<file path="config.mk">
export PLATFORM = sky130hd
export DESIGN_NAME = rfifo_out_stage_flat
export DESIGN_NICKNAME = d
export VERILOG_FILES = /design/src/rtl/rfifo_out_stage_if.sv /design/src/rtl/rfifo_out_stage.sv /design/src/flat_wrapper.sv
export SDC_FILE = /design/constraint.sdc
export NUM_CORES = 1
export LEC_CHECK = 0
export ABC_AREA = 1
export CAP_MARGIN = 20
export CORE_MARGIN = 1.5
export CORE_UTILIZATION = 54
export CTS_CLUSTER_SIZE = 14
export DETAILED_ROUTE_END_ITERATION = 8
export PLACE_DENSITY = 0.82
export SYNTH_ARGS = -nofsm -noshare
export SYNTH_HDL_FRONTEND = slang
export SYNTH_SLANG_ARGS = --single-unit
</file>
<file path="constraint.sdc">
create_clock -name rclk -period 2.65 [get_ports rclk]
set_input_delay 0.3975 -clock rclk [delete_from_list [all_inputs] [get_ports rclk]]
set_output_delay 0.3975 -clock rclk [all_outputs]
set_load 0.01 [all_outputs]
</file>
<file path="src/rtl/rfifo_out_stage_if.sv">
// Read-side stream bundle between the FIFO read logic, the output stage and the consumer.
// master = output stage view; slave = the FIFO/consumer environment view.
interface rfifo_out_stage_if #(
    parameter int unsigned DATA_WIDTH = 8,
    parameter int unsigned BUF_DEPTH  = 3
);
    localparam int unsigned LVL_W = $clog2(BUF_DEPTH + 1);

    logic                  rempty;
    logic [DATA_WIDTH-1:0] rdata;
    logic                  rinc;
    logic                  rd_valid;
    logic [DATA_WIDTH-1:0] rd_data;
    logic                  rd_ready;
    logic [LVL_W-1:0]      rlevel;

    modport master (
        input  rempty, rdata, rd_ready,
        output rinc, rd_valid, rd_data, rlevel
    );

    modport slave (
        output rempty, rdata, rd_ready,
        input  rinc, rd_valid, rd_data, rlevel
    );
endinterface

</file>
<file path="src/rtl/rfifo_out_stage.sv">
// FIFO read-side output stage: credit-based pop generation, capture of the registered
// memory read, and a small circular prefetch buffer presented as a valid/ready stream.
module rfifo_out_stage #(
    parameter int unsigned DATA_WIDTH = 8,
    parameter int unsigned BUF_DEPTH  = 3
) (
    input  logic                rclk,
    input  logic                rrst,
    rfifo_out_stage_if.master   bus
);
    localparam int unsigned IDX_W = (BUF_DEPTH > 1) ? $clog2(BUF_DEPTH) : 1;
    localparam int unsigned CNT_W = $clog2(BUF_DEPTH + 1);
    localparam logic [IDX_W-1:0] LAST_IDX = IDX_W'(BUF_DEPTH - 1);

    logic [DATA_WIDTH-1:0] mem [BUF_DEPTH];
    logic [IDX_W-1:0]      head;
    logic [IDX_W-1:0]      tail;
    logic [CNT_W-1:0]      count;
    logic                  inflight;

    logic                  rinc_c;
    logic                  push_c;
    logic                  pop_c;
    logic [CNT_W:0]        committed_c;

    // Wrap explicitly so non-power-of-2 depths index correctly.
    function automatic logic [IDX_W-1:0] idx_inc(input logic [IDX_W-1:0] i);
        return (i == LAST_IDX) ? '0 : i + IDX_W'(1);
    endfunction

    // Credit check counts the word still in flight from the memory, so the buffer never overflows.
    always_comb begin
        committed_c = {1'b0, count} + (CNT_W + 1)'(inflight);
        rinc_c      = ~rrst & ~bus.rempty & (committed_c < (CNT_W + 1)'(BUF_DEPTH));
        push_c      = inflight;
        pop_c       = (count != '0) & bus.rd_ready;
    end

    always_ff @(posedge rclk) begin
        if (rrst) begin
            head     <= '0;
            tail     <= '0;
            count    <= '0;
            inflight <= 1'b0;
        end else begin
            inflight <= rinc_c;
            if (push_c) tail <= idx_inc(tail);
            if (pop_c)  head <= idx_inc(head);
            case ({push_c, pop_c})
                2'b10:   count <= count + CNT_W'(1);
                2'b01:   count <= count - CNT_W'(1);
                default: count <= count;
            endcase
        end
    end

    // Storage is deliberately not reset; a word in flight during reset is dropped.
    always_ff @(posedge rclk) begin
        if (push_c && !rrst) mem[tail] <= bus.rdata;
    end

    assign bus.rinc     = rinc_c;
    assign bus.rd_valid = (count != '0);
    assign bus.rd_data  = mem[head];
    assign bus.rlevel   = count;
endmodule

</file>
<file path="src/flat_wrapper.sv">
// flat-port wrapper written by rule: the top's interface ports become plain ports
module rfifo_out_stage_flat 
#(
    parameter int unsigned DATA_WIDTH = 8,
    parameter int unsigned BUF_DEPTH  = 3
)
  (rclk, rrst, bus_rempty, bus_rdata, bus_rd_ready, bus_rinc, bus_rd_valid, bus_rd_data, bus_rlevel);
  rfifo_out_stage_if #(.DATA_WIDTH(DATA_WIDTH), .BUF_DEPTH(BUF_DEPTH)) bus_i ();
  input  logic rclk;
  input  logic rrst;
  input wire logic [$bits(bus_i.rempty)-1:0] bus_rempty;
  input wire logic [$bits(bus_i.rdata)-1:0] bus_rdata;
  input wire logic [$bits(bus_i.rd_ready)-1:0] bus_rd_ready;
  output wire logic [$bits(bus_i.rinc)-1:0] bus_rinc;
  output wire logic [$bits(bus_i.rd_valid)-1:0] bus_rd_valid;
  output wire logic [$bits(bus_i.rd_data)-1:0] bus_rd_data;
  output wire logic [$bits(bus_i.rlevel)-1:0] bus_rlevel;
  assign bus_i.rempty = bus_rempty;
  assign bus_i.rdata = bus_rdata;
  assign bus_i.rd_ready = bus_rd_ready;
  assign bus_rinc = bus_i.rinc;
  assign bus_rd_valid = bus_i.rd_valid;
  assign bus_rd_data = bus_i.rd_data;
  assign bus_rlevel = bus_i.rlevel;
  rfifo_out_stage #(.DATA_WIDTH(DATA_WIDTH), .BUF_DEPTH(BUF_DEPTH)) u_core (.rclk(rclk), .rrst(rrst), .bus(bus_i));
endmodule
</file>
==> results of run 1 <==
[routing by layer]
| metal | up-vias | GRT usage (%) | share of wire, % |
|---|---|---|---|
| met5 | - | 0 | 0 |
| met4 | 0 | 9.21 | 1.7 |
| met3 | 4 | 8.33 | 4.8 |
| met2 | 23 | 36.3 | 53 |
| met1 | 423 | 19.6 | 40 |
| li1 | 453 | - | - |
[layout by cell type (no fill, tap or decap)]
master           count
nand2_4              2
clkbuf_1             1
nor3_1               2
inv_2                5
edfxtp_1            24
a21oi_1             17
nor2_1              20
o21ai_0              1
clkdlybuf4s50_1     23
ha_1                 3
inv_1                5
a21boi_1             2
clkinv_2             2
nand4_1              1
dfxtp_1              9
buf_4                3
nand2_1             14
nand3_1              2
clkinv_4             1
o21ai_1              4
clkbuf_4             5
or2_1                1
[area by class of cell]
type / count / area (sq um)
clock buffers: 6 / 41.3
repair buffers: 26 / 253
fillers: 160 / 623
multi-input cells: 69 / 345
well taps: 28 / 35.0
inverters: 11 / 46.3
clock inverters: 2 / 10.0
flip-flops and latches: 33 / 901
[logic make-up after synthesis]
kind of cell / share of synthesized area [%]
AOI/OAI and AO/OA: 9.61
DFF: 69.2
buffers and inverters: 4.32
adders and majority gates: 2.88
and+or+nand+nor: 14.0
[state kept, by name (all words and copies together) (netlist names), named ones only]
| name | flops |
|---|---|
| u_core.mem | 24 |
| u_core.bus.rlevel | 2 |
| u_core.head | 2 |
| u_core.tail | 2 |
| u_core.inflight | 1 |
[per-stage QoR]
stage / cells / cell area (sq um)
2_1_floorplan: 115 / 1300
3_3_place_gp: 167 / 1580
3_5_place_dp: 167 / 1580
4_1_cts: 175 / 1630
5_1_grt: 175 / 1630
6_report: 175 / 1630
[power by group through the flow]
| stage | Combinational [W] | Sequential [W] | Clock [W] |
|---|---|---|---|
| 2_1_floorplan | 0.000141 | 0.000607 | 0 |
| 3_3_place_gp | 0.000242 | 0.000618 | 0 |
| 3_5_place_dp | 0.000253 | 0.000620 | 0 |
| 4_1_cts | 0.000254 | 0.000608 | 0.000265 |
| 5_1_grt | 0.000280 | 0.000612 | 0.000283 |
| 6_report | 0.000251 | 0.000608 | 0.000258 |
[worst register-to-register path: stages (launching register included)]
cell      delay, ns
dfxtp_1        0.45
inv_2          0.08
nand2_4        0.07
nand2_4        0.06
clkinv_4       0.05
ha_1           0.21
inv_1          0.11
nand2_1        0.06
nor2_1         0.08
nor2_1         0.05
nor2_1         0.09
[worst max-delay path by stage]
stage,end,cells after the start
finish,bus_rinc,5
global route,bus_rinc,5
floorplan,u_core.mem[2][0],3
CTS,bus_rinc,5
global placement,bus_rinc,4
detailed placement,bus_rinc,4
==> results_dict.tcl, run 1 <==
set metrics [dict create \
    ant_nets 0 \
    p_sw_w 0.000309 \
    async_flop_share_pct 0 \
    synth_area_leaders "edfxtp_1, dfxtp_1, a21oi_1" \
    cts_tree "built" \
    place_ws_ns 0.446 \
    clockBufferDepth 2 \
    chipHeight_um 52.1 \
    p_int_w 0.000808 \
    synth_fp_nets 130 \
    rr_worst_depth 10 \
    antenna_found_initial 0 \
    first_global_vias 887 \
    pwr-share-comb_pct 22.5 \
    cts_root_buf "clkbuf_4" \
    clk_pin_slew_ns 0.10 \
    timing.critical_path.mode_cell "ha_1" \
    synth_seq_cells 33 \
    ys_types 18 \
    cts_resized 0 \
    syn_inst 115 \
    synthTopCellsByCount "edfxtp_1, nor2_1, a21oi_1, nand2_1, dfxtp_1" \
    die_w_um 52.1 \
    syn_to_final_growth_pct 25.3 \
    globalplace.congestion 0.683 \
    cts_max_level 2 \
    tns_ns 0 \
    clk_latency_ns 0.33 \
    grt_max_degree 11 \
    path_class "flip-flop to output port" \
    cp_cell_sequence "ha_1 -> ha_1 -> nor3_1 -> a21boi_1 -> clkdlybuf4s50_1" \
    drc_errors 0 \
    max_cap_violations 0 \
    wl_per_cell_um 13.1 \
    post_cts_buffers 0 \
    slowest_stage "clkdlybuf4s50_1" \
    drt_pass1_iterations 4 \
    num_rows 17 \
    leakagePower_nw 0.622 \
    cp.arrival_ns 2.02 \
    fin_skew_ns 0.00935 \
    fin_crit_sh_pct 91.4 \
    synth_edf_count 24 \
    fin_crit_ns 2.42 \
    drive_above_1_share_pct 12.2 \
    ys.flop_type "edfxtp_1" \
    fin_util_pct 72.4 \
    yosysTopAreaCellShare_pct 55.3 \
    maxSlewHeadroom_pct 75.0 \
    portBuffers 23 \
    status "finished, final reports clean" \
    critPathLaunch "u_core.bus.rlevel[0]" \
    power_w 0.00112 \
    setup-violations-final 0 \
    post-dp-hpwl_um 1630 \
    synth_top_area_cell "edfxtp_1" \
    holdPathStages 2 \
    antennaDiodeCount 0 \
    cpPeakStageDelay_ns 0.55 \
    cts_buffers 5 \
    endpoint_kind "output port" \
    timing.fmax_mhz 413 \
    critPathLaunchType "flip-flop" \
    grt_overflow 0 \
    fin_ws_ns 0.228 \
    hold_viol 0 \
    syn_avg_cell_area_sq_um 11.3 \
    syn_area_sq_mm 0.00130 \
    path_buf_inv 1 \
    initial_core_util_pct 57.8 \
    crit_path_max_fanout 7 \
    tightest_slew_ns 0.374 \
    nets 161 \
    core-area_sq_mm 0.00225 \
    grt_pass1_wl_um 3680 \
    hp-class "flip-flop to flip-flop" \
    r2r-start "u_core.bus.rlevel[0]" \
    critical_path.top_delay_family "buffers and inverters" \
    grtUsageTotal_pct 20.1 \
    p_per_area_mw_per_mm2 685 \
    ir_worst_vdd_v 0.000497 \
    hold_slack_ns 0.516 \
    yosysSeqAreaShare_pct 69.2 \
    critPathRequiredTime_ns 2.25 \
    seqPwrFrac_pct 54.4 \
    ys_warn_count 0 \
    synth.most_common_cell "edfxtp_1" \
    vias 903 \
    slew_viol_final 0 \
    drtIter0Drc 15 \
    rsz0062_at_grt "false" \
    reg2reg_slack_ns 1.29 \
    reg2reg_to "u_core.bus.rlevel[1]" \
    hold_end "u_core.tail[0]" \
    ctsHoldBuffers 0 \
    wirelength_um 2300 \
    num_io_pins 24 \
    vias_per_cell 5.16 \
    p_clk_share_pct 23.1 \
    power.share.switching_pct 27.7 \
    cts_sinks 33 \
    dieArea_sq_mm 0.00272 \
    worstHoldStart "u_core.tail[0]" \
]
Power figures use the tool's default switching activity.
==> run 2, diff against run 1 <==
--- a/config.mk
+++ b/config.mk
@@ -8,10 +8,11 @@
 export ABC_AREA = 1
 export CAP_MARGIN = 20
 export CORE_MARGIN = 1.5
-export CORE_UTILIZATION = 54
+export CORE_UTILIZATION = 45
 export CTS_CLUSTER_SIZE = 14
 export DETAILED_ROUTE_END_ITERATION = 8
-export PLACE_DENSITY = 0.82
+export PLACE_DENSITY = 0.7
 export SYNTH_ARGS = -nofsm -noshare
 export SYNTH_HDL_FRONTEND = slang
 export SYNTH_SLANG_ARGS = --single-unit
+export TNS_END_PERCENT = 10
==> run 2 against run 1 <==
Compared with the run above: sequential share of layout area shrank 0.25 points; setup slack got worse by 0.0079 ns; combinational power barely moved; clock skew decreased by 0.0058 ns; final cell count grew 1.7%; total power up 1.1%; largest power group unchanged.
==> results_dict.tcl, run 2 (synthesized netlist as in run 1, its figures left out) <==
set metrics [dict create \
    status "finished, final reports clean" \
    leakagePower_nw 0.621 \
    antenna_found_initial 0 \
    clockBufferDepth 2 \
    reg2reg_to "u_core.bus.rlevel[1]" \
    cp.depth 5 \
    slew_viol_final 0 \
    first_global_vias 892 \
    largest_register "u_core.mem" \
    fin_crit_ns 2.43 \
    wl_per_cell_um 13.4 \
    syn_to_final_growth_pct 25.8 \
    path_buf_inv 1 \
    ir_worst_vdd_v 0.000562 \
    cts_tree "built" \
    vias 919 \
    post_cts_buffers 0 \
    globalplace.congestion 0.710 \
    endpoint_kind "output port" \
    critPathRequiredTime_ns 2.25 \
    setup-violations-final 0 \
    cts_buffers 5 \
    core-area_sq_mm 0.00276 \
    timing.fmax_mhz 412 \
    dpl-instance-area_sq_mm 0.00158 \
    drtIter0Drc 43 \
    reg2reg_slack_ns 1.22 \
    tns_ns 0 \
    cts_root_buf "clkbuf_4" \
    grt_max_degree 12 \
    holdPathStages 2 \
    timing.critical_path.mode_cell "ha_1" \
    hp-class "flip-flop to flip-flop" \
    num_rows 19 \
    worstHoldStart "u_core.tail[1]" \
    slowest_stage "clkdlybuf4s50_1" \
    maxSlewHeadroom_pct 75.2 \
    p_per_area_mw_per_mm2 689 \
    cts_max_level 2 \
    grt_pass1_wl_um 4080 \
    max_cap_violations 0 \
    r2r-start "u_core.bus.rlevel[0]" \
    post-dp-hpwl_um 1670 \
    critPathLaunchType "flip-flop" \
    cts_resized 0 \
    tightest_slew_ns 0.372 \
    largest_register_ffs 24 \
    final_common_cell "edfxtp_1" \
    num_io_pins 24 \
    drc_errors 0 \
    grtUsageTotal_pct 17.3 \
    n_fill_cell 245 \
    cts_sinks 33 \
    cpPeakStageDelay_ns 0.54 \
    crit_path_max_fanout 7 \
    chipHeight_um 56.8 \
    grt_overflow 0 \
    initial_core_util_pct 47.2 \
    wirelength_um 2390 \
    fin_ws_ns 0.220 \
    vias_per_cell 5.16 \
    antennaDiodeCount 0 \
    portBuffers 23 \
    cp_cell_sequence "ha_1 -> ha_1 -> nor3_1 -> a21boi_1 -> clkdlybuf4s50_1" \
    path_class "flip-flop to output port" \
    place_ws_ns 0.423 \
    dieArea_sq_mm 0.00323 \
    clk_pin_slew_ns 0.09 \
    ctsHoldBuffers 0 \
    drt_pass1_iterations 4 \
    rr_worst_depth 10 \
    ant_nets 0 \
    final_cell_mix "edfxtp_1, clkdlybuf4s50_1, nor2_1" \
    cp.arrival_ns 2.03 \
    rsz0062_at_grt "false" \
    fin_crit_sh_pct 91.7 \
    hold_viol 0 \
    clk_latency_ns 0.33 \
    critical_path.top_delay_family "buffers and inverters" \
    nets 161 \
    die_w_um 56.8 \
    fin_skew_ns 0.00353 \
    hold_end "u_core.tail[1]" \
    drive_above_1_share_pct 12.9 \
    final_cell_area_sq_mm 0.00164 \
]
run 2: cell types whose count changed in the layout (fill, tap and decap cells not counted), sizes merged:
cell,before,now
clkinvlp,0,1
clkbuf,6,5
run 2: metal layers:
layer  vias up  GRT usage, %  part of all wire (%)
met1       436          19.2                    43
met4         0          6.98                   1.1
met2        23          28.7                    51
met5         -             0                     0
li1        456             -                     -
met3         4          7.83                   4.7
run 2: how the worst max path moves through the flow:
| stage | to | from | slack, ns |
|---|---|---|---|
| 2_1_floorplan | u_core.mem[2][0] | rrst | 1.08 |
| 3_3_place_gp | bus_rinc | rrst | 0.48 |
| 3_5_place_dp | bus_rinc | rrst | 0.42 |
| 4_1_cts | bus_rinc | u_core.bus.rlevel[0] | 0.18 |
| 5_1_grt | bus_rinc | u_core.bus.rlevel[0] | 0.07 |
| 6_report | bus_rinc | u_core.bus.rlevel[0] | 0.22 |
run 2: power by group:
part / leakage (nW) / internal, W / switching (W) / total [W]
registers: 0.291 / 0.000578 / 0.0000312 / 0.000609
clock network: 0.0310 / 0.0000998 / 0.000168 / 0.000268
logic: 0.299 / 0.000130 / 0.000122 / 0.000252
total: 0.621 / 0.000808 / 0.000322 / 0.00113
run 2: final cells by class:
type	instances	area, sq um	area share, %
clock buffer	5	37.5	2.29
clock inverter	3	17.5	1.07
inverter	11	46.3	2.82
multi-input combinational	69	345	21.1
sequential	33	901	55.0
tap	31	38.8	2.37
timing repair buffer	26	253	15.4
run 2: per-stage QoR:
| stage | hold slack, ns | power [W] | utilization, % | std cells |
|---|---|---|---|---|
| 2_1_floorplan | 0.459 | 0.000748 | - | 115 |
| 3_3_place_gp | 0.473 | 0.000864 | 57.4 | 170 |
| 3_5_place_dp | 0.484 | 0.000874 | 57.4 | 170 |
| 4_1_cts | 0.499 | 0.00114 | 59.4 | 178 |
| 5_1_grt | 0.557 | 0.00120 | 59.4 | 178 |
| 6_report | 0.496 | 0.00113 | 59.4 | 178 |
run 2: worst register-to-register path, delay by kind of cell (launching register included):
| family | cells | cell delay [ns] |
|---|---|---|
| DFF | 1 | 0.47 |
| and+or+nand+nor | 6 | 0.47 |
| adders and majority gates | 1 | 0.21 |
| buffers and inverters | 3 | 0.24 |
